--- src/rtl/cache_arbiter.sv ---
// Two-client, single-port line arbiter between the L1 caches and physical memory.
// Round-robin grant; the winning request is captured so the memory port is stable until pmem_resp.
module cache_arbiter #(
  parameter int unsigned ADDR_W = 32,
  parameter int unsigned LINE_W = 256,
  parameter int unsigned CNT_W  = 32
) (
  input  logic              clk,
  input  logic              rst,
  input  logic [ADDR_W-1:0] inst_pmem_address,
  input  logic              inst_pmem_read,
  output logic              inst_pmem_resp,
  output logic [LINE_W-1:0] inst_pmem_rdata,
  input  logic [ADDR_W-1:0] ev_address,
  input  logic              ev_read,
  input  logic              ev_write,
  input  logic [LINE_W-1:0] ev_wdata,
  output logic              data_pmem_resp,
  output logic [LINE_W-1:0] data_pmem_rdata,
  output logic [ADDR_W-1:0] pmem_address,
  output logic              pmem_read,
  output logic              pmem_write,
  output logic [LINE_W-1:0] pmem_wdata,
  input  logic              pmem_resp,
  input  logic [LINE_W-1:0] pmem_rdata,
  output logic [CNT_W-1:0]  inst_grants,
  output logic [CNT_W-1:0]  data_grants,
  output logic [CNT_W-1:0]  conflict_cycles
);

  typedef enum logic [1:0] {
    IDLE    = 2'd0,
    SERVE_I = 2'd1,
    SERVE_D = 2'd2
  } state_t;

  state_t state;
  logic   last_d;
  logic   req_i;
  logic   req_d;
  logic   grant_i;
  logic   grant_d;

  // last_d = 0 means I won most recently, so D takes the next tie.
  always_comb begin
    req_i   = inst_pmem_read;
    req_d   = ev_read | ev_write;
    grant_d = req_d & (~req_i | ~last_d);
    grant_i = req_i & ~grant_d;
  end

  always_ff @(posedge clk or posedge rst) begin
    if (rst) begin
      state           <= IDLE;
      last_d          <= 1'b0;
      pmem_address    <= '0;
      pmem_wdata      <= '0;
      pmem_read       <= 1'b0;
      pmem_write      <= 1'b0;
      inst_grants     <= '0;
      data_grants     <= '0;
      conflict_cycles <= '0;
    end else begin
      case (state)
        IDLE: begin
          if (req_i && req_d)
            conflict_cycles <= conflict_cycles + 1'b1;
          if (grant_d) begin
            state        <= SERVE_D;
            last_d       <= 1'b1;
            pmem_address <= ev_address;
            pmem_wdata   <= ev_wdata;
            // A simultaneous read+write is resolved as a write.
            pmem_write   <= ev_write;
            pmem_read    <= ~ev_write;
            data_grants  <= data_grants + 1'b1;
          end else if (grant_i) begin
            state        <= SERVE_I;
            last_d       <= 1'b0;
            pmem_address <= inst_pmem_address;
            pmem_wdata   <= '0;
            pmem_write   <= 1'b0;
            pmem_read    <= 1'b1;
            inst_grants  <= inst_grants + 1'b1;
          end
        end
        SERVE_I, SERVE_D: begin
          if (pmem_resp) begin
            state      <= IDLE;
            pmem_read  <= 1'b0;
            pmem_write <= 1'b0;
          end
        end
        default: begin
          state      <= IDLE;
          pmem_read  <= 1'b0;
          pmem_write <= 1'b0;
        end
      endcase
    end
  end

  // Completion is forwarded combinationally in the pmem_resp cycle only.
  always_comb begin
    inst_pmem_resp  = 1'b0;
    data_pmem_resp  = 1'b0;
    inst_pmem_rdata = '0;
    data_pmem_rdata = '0;
    if (pmem_resp && state == SERVE_I) begin
      inst_pmem_resp  = 1'b1;
      inst_pmem_rdata = pmem_rdata;
    end
    if (pmem_resp && state == SERVE_D) begin
      data_pmem_resp  = 1'b1;
      data_pmem_rdata = pmem_rdata;
    end
  end

endmodule

--- config.mk ---
export PLATFORM = sky130hd
export DESIGN_NAME = cache_arbiter
export DESIGN_NICKNAME = d
export VERILOG_FILES = /design/src/rtl/cache_arbiter.sv
export SDC_FILE = /design/constraint.sdc
export NUM_CORES = 1
export LEC_CHECK = 0
export ABC_AREA = 0
export CAP_MARGIN = 30
export CORE_AREA = 5 5 577 579
export CTS_CLUSTER_SIZE = 24
export DETAILED_ROUTE_END_ITERATION = 8
export DIE_AREA = 0 0 582 584
export PLACE_DENSITY = 0.3
export SLEW_MARGIN = 10
export SYNTH_ARGS = -nofsm -noshare
export SYNTH_HDL_FRONTEND = slang
export SYNTH_SLANG_ARGS = --single-unit
--- constraint.sdc ---
create_clock -name clk -period 25.7 [get_ports clk]
set_input_delay 5.14 -clock clk [delete_from_list [all_inputs] [get_ports clk]]
set_output_delay 5.14 -clock clk [all_outputs]
set_load 0.01 [all_outputs]
==> impl_metrics.ini, run 1 <==
[routing]
antenna_left = 0
routed_wl_um = 225000
drt_iter0_drc = 1152
drc_errors = 0
met1_length_um = 75800
wl_per_cell_um = 29.7
dr.pass1.iters = 4
vias = 21600
via_per_inst = 2.86
routed.top_layer = met5
met3WireLength_um = 19200
wl_met2_um = 122000

[synth]
synthTopCellsByArea = dfrtp_1 (52%), and3_1 (18%), a22o_1 (12%)
synth_top_area_share_pct = 52.0
ys.flop_type = dfrtp_1
syn_nets = 2336
syn_avg_cell_area_um2 = 10.7
netlist_instances = 1748
synth_top_family_by_area = simple AND/OR/NAND/NOR gates
syn-cell-area_um2 = 18700
synth_cell_type_count = 43
synth_common_cells = and3_1 (533), dfrtp_1 (389), a22o_1 (258)
synth_edf_count = 0
synth_xor_area_share_pct = 4.35
synth_compound_area_share_pct = 13.3
ys_ff_latch = 389
yosys.area.top_type = dfrtp_1
synth-warning-count = 0
async_flop_share_pct = 100
ys_seq_area_share_pct = 52.0
yosysMostFrequentCell = and3_1
synth_mux_area_share_pct = 1.89
synthSimpleGateAreaFrac_pct = 23.8
synth_fa_ha_area_share_pct = 0.401

[cells_and_area]
finalInstanceArea_um2 = 40700
fin_nets = 3719
drive_above_1_share_pct = 4.82
fill_cells = 37200
fin_util_pct = 12.5
areaGrowthSynthToFinish_pct = 117

[clock_tree]
postCtsHoldBufs = 0
cts_buffers = 54
path_clk_slew_ps = 60
clockRootBuffer = clkbuf_16
cts_sinks = 389
cts_resized = 0
cts_tree = done
clock_path_buffers = 3
postCtsSetupBuffers = 0
htree_levels = 2
clk_latency_ps = 660

[floorplanning]
rows = 210
die_w_um = 582
io_pins = 1482
start_util_pct = 5.73
coreArea_um2 = 327000
die_y_um = 584
dieArea_um2 = 340000

[timing]
fmax_mhz = 70.4
rsz0062_at_grt = no
finalCritPeriodShare_pct = 55.3
worst_hold_slack_ps = 478
fin_setup_tns_ps = 0
clock_skew_ps = 34.5
hold_violations = 0
slew_headroom_pct = 29.6
finalSetupViolCount = 0
fin_crit_ps = 14200
finalMaxSlewViolations = 0
tightest_slew_ps = 1060

[setup_path]
start_kind = input port
crit_type = input port to output port
cp-end-kind = output port
cp_max_fo = 129
cp.arrival_ps = 9060
worst_ep_required_time_ps = 20560

[placed_design]
hpwl_um = 197000
place_area_um2 = 38600
place.port_buffers = 1481
place.gp.congestion = 0.829

[power]
power.density_nw_per_um2 = 90.0
p_leak_nw = 16.8
finalPower_w = 0.00366
vdd_ir_drop_max_uv = 86.2

[global_route]
grt_pass1_vias = 22400
antenna_found_initial = 182
globalRouteOverflowTotal = 0
grt_first_pass_wirelength_um = 276000
grt_max_degree = 152
grt.total_usage_pct = 12.5

[run]
drv_cap = 0

[status]
status = completed

[worst_hold_path]
hold_class = flop to flop
==> placed cells by master (no fill, tap or decap), types with 34 or more instances in the layout <==
cell type / instances
clkdlybuf4s50_1: 1480
and3_1: 533
dfrtp_1: 389
a22o_1: 258
xnor2_1: 65
nand2_1: 64
clkbuf_16: 54
diode_2: 37
nand4_1: 37
nand3_1: 34
==> stage by stage <==
| step | instances | setup slack [ps] |
|---|---|---|
| 3_5_place_dp | 7416 | 11640 |
| 5_1_grt | 7543 | 11260 |
| 4_1_cts | 7516 | 11630 |
| 3_3_place_gp | 7410 | 11740 |
| 6_report | 7558 | 11500 |
| 2_1_floorplan | 1748 | 9750 |
==> worst max-delay path, stage by stage <==
cell	delay [ps]
buf_8	380
buf_4	760
buf_4	680
buf_4	780
and3_1	270
clkdlybuf4s50_1	600
==> per-layer routing <==
layer / GRT usage, % / vias to the layer above
li1: - / 9306
met1: 12.1 / 10600
met2: 24.8 / 1320
met3: 4.59 / 335
met4: 3.18 / 32
met5: 0 / -
==> kinds of logic after synthesis <==
kind of cell,after synthesis
AOI/OAI and AO/OA,298
DFF,389
buffers and inverters,196
xor gates and xnor gates,93
and+or+nand+nor,731
muxes,35
adders and majority gates,6
==> layout make-up <==
cell class | count | area [um2] | area share, %
Timing Repair Buffer | 1516 | 15300 | 37.5
Sequential cell | 389 | 9730 | 23.9
Multi-Input combinational cell | 1163 | 8270 | 20.3
Tap cell | 4346 | 5440 | 13.4
Clock buffer | 73 | 1540 | 3.79
Clock inverter | 27 | 305 | 0.750
Antenna cell | 37 | 92.6 | 0.228
Inverter | 7 | 33.8 | 0.0830
==> power breakdown <==
part           total, W  internal (W)  switching (W)
clock network  0.000808      0.000472       0.000336
registers      0.000981      0.000829       0.000151
logic           0.00187      0.000877       0.000997
total           0.00366       0.00218        0.00148
==> worst paths after layout <==
kind,startpoint,end,slack [ps],cells past startpoint
worst max-delay path,pmem_resp,inst_pmem_rdata[219],11500,6
worst min-delay path,data_grants[31],data_grants[31],480,1
worst max register to register,state[0],pmem_wdata[142],22070,8
worst min register to register,data_grants[31],data_grants[31],480,1
max in group asynchronous,rst,pmem_wdata[235],18390,8
min in group asynchronous,rst,pmem_wdata[99],5020,2
==> flip-flops by register name (all words and copies together) (netlist names) <==
signal,count
inst_grants,32
pmem_read,1
last_d,1
pmem_write,1
data_grants,32
pmem_wdata,256
state,2
pmem_address,32
conflict_cycles,32
No activity file was read; power rests on OpenSTA's default activity.
==> inputs of run 2 (changes only) <==
--- a/config.mk
+++ b/config.mk
@@ -7,10 +7,10 @@
 export LEC_CHECK = 0
 export ABC_AREA = 0
 export CAP_MARGIN = 30
-export CORE_AREA = 5 5 577 579
+export CORE_AREA = 5 5 578 580
 export CTS_CLUSTER_SIZE = 24
 export DETAILED_ROUTE_END_ITERATION = 8
-export DIE_AREA = 0 0 582 584
+export DIE_AREA = 0 0 583 585
 export PLACE_DENSITY = 0.3
 export SLEW_MARGIN = 10
 export SYNTH_ARGS = -nofsm -noshare
==> constraint.sdc (replaced) <==
create_clock -name clk -period 12.9 [get_ports clk]
set_input_delay 2.58 -clock clk [delete_from_list [all_inputs] [get_ports clk]]
set_output_delay 2.58 -clock clk [all_outputs]
set_load 0.01 [all_outputs]
==> run 2 against run 1 <==
Compared with the run above: first-iteration DRC count fell by 2.3%; flip-flop and latch count is the same; total power increased by 97%; highest routed layer unchanged.
==> impl_metrics.ini, run 2 (synthesis results as in run 1) <==
[timing]
worst_hold_slack_ps = 474
hold_violations = 0
finalSetupViolCount = 0
tightest_slew_ps = 1200
rsz0062_at_grt = no
slew_headroom_pct = 20.2
fin_crit_ps = 7730
finalMaxSlewViolations = 0
clock_skew_ps = 61.9
finalCritPeriodShare_pct = 60.0
fmax_mhz = 129
fin_setup_tns_ps = 0

[cells_and_area]
drive_above_1_share_pct = 4.24
final_cells = 7560
areaGrowthSynthToFinish_pct = 117
largest_register_ffs = 256
final_common_cell = clkdlybuf4s50_1
top_register = pmem_wdata
fin_nets = 3713
mostFrequentLayoutCells = clkdlybuf4s50_1 (1480), and3_1 (533), dfrtp_1 (389)

[placed_design]
place.gp.congestion = 0.863
place.port_buffers = 1481
dp_cells = 7433
hpwl_um = 205000

[routing]
wl_per_cell_um = 30.9
routed_wl_um = 233000
drc_errors = 0
vias = 21900
drt_iter0_drc = 1126
antenna_left = 0
via_per_inst = 2.90
dr.pass1.iters = 5

[clock_tree]
clockRootBuffer = clkbuf_16
clk_latency_ps = 680
path_clk_slew_ps = 60
clock_path_buffers = 3
postCtsHoldBufs = 0
cts_buffers = 52
cts_sinks = 389
cts_tree = done
htree_levels = 2
postCtsSetupBuffers = 0
cts_resized = 0

[setup_path]
cp_num_cells = 4
worst_ep_required_time_ps = 10320
endpoint = data_pmem_rdata[26]
cp_max_fo = 173
crit_type = input port to output port
crit_chain = buf_8 > buf_4 > and3_1 > clkdlybuf4s50_1
r2r_cells = 7
slowest_delay_ps = 730
cp.arrival_ps = 5150
cp_slowest_cell = buf_4
cp-startpoint = pmem_resp
cp-end-kind = output port
rr_startpoint = state[0]
path_buf_inv = 3
path_delay_family = buffers and inverters
start_kind = input port
regToRegEndpoint = pmem_wdata[87]
r2r_slack_ps = 9230

[floorplanning]
dieArea_um2 = 341000
rows = 211
start_util_pct = 5.69
io_pins = 1482
die_w_um = 583
die_y_um = 585
coreArea_um2 = 329000

[power]
vdd_ir_drop_max_uv = 182
finalPower_w = 0.00723
power.density_nw_per_um2 = 178
p_leak_nw = 16.7

[worst_hold_path]
hold_class = flop to flop

[run]
drv_cap = 0

[global_route]
globalRouteOverflowTotal = 0
grt_max_degree = 203
grt.total_usage_pct = 13.0
grt_first_pass_wirelength_um = 285000
antenna_found_initial = 206
grt_pass1_vias = 22300

[status]
status = completed
-- run 2: cell types whose count changed in the layout (fill, tap and decap cells not counted), sizes merged --
cell    delta
buf        -4
bufinv     +1
clkbuf     +2
clkinv     -6
diode      -6
inv        -5
-- run 2: metrics by stage --
step	setup WS (ps)	area [um2]	util, %
6_report	5170	40600	12.4
5_1_grt	5020	40600	12.3
4_1_cts	5150	40400	12.3
3_5_place_dp	5150	38700	11.8
3_3_place_gp	5170	38600	11.7
2_1_floorplan	5090	18700	-
-- run 2: area by class of cell --
class                   instances  area, um2
repair buffers               1512      15300
well taps                    4366       5460
clock inverters                17        290
diodes                         31       77.6
clock buffers                  75       1480
inverters                       7       30.0
fillers                     37500     288000
flip-flops and latches        389       9730
multi-input cells            1163       8270
-- run 2: layer usage --
layer	part of all wire [%]	vias up	global-route usage, %
li1	-	9272	-
met3	8.0	393	3.89
met1	33	10800	12.7
met2	55	1436	26.0
met5	0.078	-	0
met4	3.8	30	3.60
-- run 2: worst min path at each step --
stage                              startpoint             endpoint  cells after the start
final                     conflict_cycles[31]  conflict_cycles[31]                      1
after global routing      conflict_cycles[31]  conflict_cycles[31]                      1
after CTS                 conflict_cycles[31]  conflict_cycles[31]                      1
after detailed placement      inst_grants[31]      inst_grants[31]                      1
after global placement        inst_grants[31]      inst_grants[31]                      1
after floorplan                      state[1]             state[1]                      1
-- run 2: power breakdown --
| part | internal (W) | switching [W] | leakage, nW | total [W] |
|---|---|---|---|---|
| logic | 0.00175 | 0.00197 | 10.8 | 0.00372 |
| clock network | 0.000916 | 0.000646 | 0.867 | 0.00156 |
| registers | 0.00165 | 0.000297 | 5.03 | 0.00195 |
| total | 0.00432 | 0.00292 | 16.7 | 0.00723 |
-- run 2: worst register-to-register path: stages (launching register included) --
cell	delay, ps
dfrtp_1	430
inv_1	140
ha_1	460
inv_1	270
nor2_4	500
buf_4	580
buf_4	770
a22o_1	390
==> inputs of run 3 (changes only) <==
--- a/config.mk
+++ b/config.mk
@@ -7,10 +7,10 @@
 export LEC_CHECK = 0
 export ABC_AREA = 0
 export CAP_MARGIN = 30
-export CORE_AREA = 5 5 578 580
+export CORE_AREA = 5 5 576 578
 export CTS_CLUSTER_SIZE = 24
 export DETAILED_ROUTE_END_ITERATION = 8
-export DIE_AREA = 0 0 583 585
+export DIE_AREA = 0 0 581 583
 export PLACE_DENSITY = 0.3
 export SLEW_MARGIN = 10
 export SYNTH_ARGS = -nofsm -noshare
==> constraint.sdc (replaced) <==
create_clock -name clk -period 7.3 [get_ports clk]
set_input_delay 1.46 -clock clk [delete_from_list [all_inputs] [get_ports clk]]
set_output_delay 1.46 -clock clk [all_outputs]
set_load 0.01 [all_outputs]
==> run 3 against run 2 <==
Compared with the run above: design area up 0.43%; first-iteration DRC count up 11%; core utilization up 0.15 points; routed wire length down 6.0%; via count down 0.38%; cell count unchanged; clock power up 88%; total power up 79%; die area down 0.68%; clock skew down 35 ps; flip-flop and latch count unchanged; clock-buffer cell count down 4.
==> impl_metrics.ini, run 3 (synthesis results as in run 1) <==
[cells_and_area]
drive_above_1_share_pct = 4.91
fin_nets = 3725
final_cells = 7560
top_register = pmem_wdata
final_common_cell = clkdlybuf4s50_1
mostFrequentLayoutCells = clkdlybuf4s50_1 (1480), and3_1 (533), dfrtp_1 (389)
seqCellArea_um2 = 9730
areaGrowthSynthToFinish_pct = 118
fill_cells = 37100
multiInputGateArea_um2 = 8270
largest_register_ffs = 256

[clock_tree]
postCtsSetupBuffers = 0
cts_buffers = 53
htree_levels = 2
cts_resized = 0
postCtsHoldBufs = 0
clockRootBuffer = clkbuf_16
path_clk_slew_ps = 60
clock_path_buffers = 3
clk_latency_ps = 660
cts_sinks = 389
cts_tree = done

[timing]
fin_setup_tns_ps = 0
hold_violations = 0
clock_skew_ps = 27.3
tightest_slew_ps = 984
rsz0062_at_grt = no
finalSetupViolCount = 0
slew_headroom_pct = 34.4
finalMaxSlewViolations = 0
fin_crit_ps = 5210
fmax_mhz = 192
finalCritPeriodShare_pct = 71.4

[floorplanning]
die_y_um = 583
start_util_pct = 5.74
dieArea_um2 = 339000
rows = 210
io_pins = 1482
die_w_um = 581
coreArea_um2 = 326000

[global_route]
grt_first_pass_wirelength_um = 271000
antenna_found_initial = 192
grt.total_usage_pct = 12.3
grt_max_degree = 151
grt_pass1_vias = 22200
globalRouteOverflowTotal = 0

[setup_path]
rr_startpoint = state[0]
cp_max_fo = 124
slowest_delay_ps = 670
start_kind = input port
cp.arrival_ps = 3750
cp_slowest_cell = clkdlybuf4s50_1
worst_ep_required_time_ps = 5840
regToRegEndpoint = conflict_cycles[31]
cp-end-kind = output port
r2r_slack_ps = 4370
crit_chain = buf_8 > buf_12 > and3_1 > clkdlybuf4s50_1
r2r_cells = 7
crit_type = input port to output port

[routing]
vias = 21800
dr.pass1.iters = 5
wl_per_cell_um = 29.0
drt_iter0_drc = 1245
antenna_left = 0
routed_wl_um = 219000
drc_errors = 0
via_per_inst = 2.88

[run]
drv_cap = 0

[worst_hold_path]
hold_depth = 1
hp-start = inst_grants[31]
hold_end = inst_grants[31]
hold_class = flop to flop

[power]
power.density_nw_per_um2 = 317
vdd_ir_drop_max_uv = 249
finalPower_w = 0.0129
p_leak_nw = 16.8

[placed_design]
dp_cells = 7427
hpwl_um = 191000
place.port_buffers = 1481
place.gp.congestion = 0.824

[status]
status = completed
-- run 3: routing by layer --
layer / wire, um / GRT usage (%) / vias to the layer above
met5: 163 / 0 / -
met4: 7860 / 3.25 / 28
met3: 18500 / 4.33 / 385
met2: 118000 / 23.9 / 1415
met1: 74900 / 12.1 / 10700
li1: - / - / 9312
-- run 3: layout make-up --
cell class	instances	area share [%]
timing repair buffer	1523	37.6
sequential	389	23.9
multi-input combinational	1163	20.3
tap	4346	13.3
clock buffer	71	3.69
clock inverter	27	0.970
antenna	34	0.209
inverter	7	0.0736
-- run 3: how the worst max path moves through the flow --
stage	slack [ps]	from	cells after the start	endpoint
after floorplan	610	rst	1	conflict_cycles[0]
final	2090	pmem_resp	4	data_pmem_rdata[208]
after CTS	2040	state[0]	5	data_pmem_rdata[224]
after global placement	2110	pmem_resp	4	data_pmem_rdata[187]
after detailed placement	2080	pmem_resp	4	data_pmem_rdata[224]
after global routing	1960	state[0]	5	data_pmem_rdata[208]
-- run 3: report_power, final --
| part | switching (W) | internal (W) | leakage [nW] |
|---|---|---|---|
| combinational | 0.00341 | 0.00311 | 10.8 |
| clock | 0.00116 | 0.00177 | 0.933 |
| sequential | 0.000560 | 0.00292 | 5.03 |
| total | 0.00513 | 0.00780 | 16.8 |
-- run 3: worst max-delay path: cells and delay by family --
kind          cells  cell delay, ps
buf+inv           3            1650
simple gates      1             380
-- run 3: metrics by stage --
step                hold slack (ps)  util, %  setup WS [ps]  cell area [um2]
CTS                             475     12.5           2040            40700
global placement                467     11.9           2110            38700
global route                    496     12.5           1960            40700
floorplan                       491        -            608            18700
finish                          474     12.5           2090            40800
detailed placement              467     11.9           2080            38800
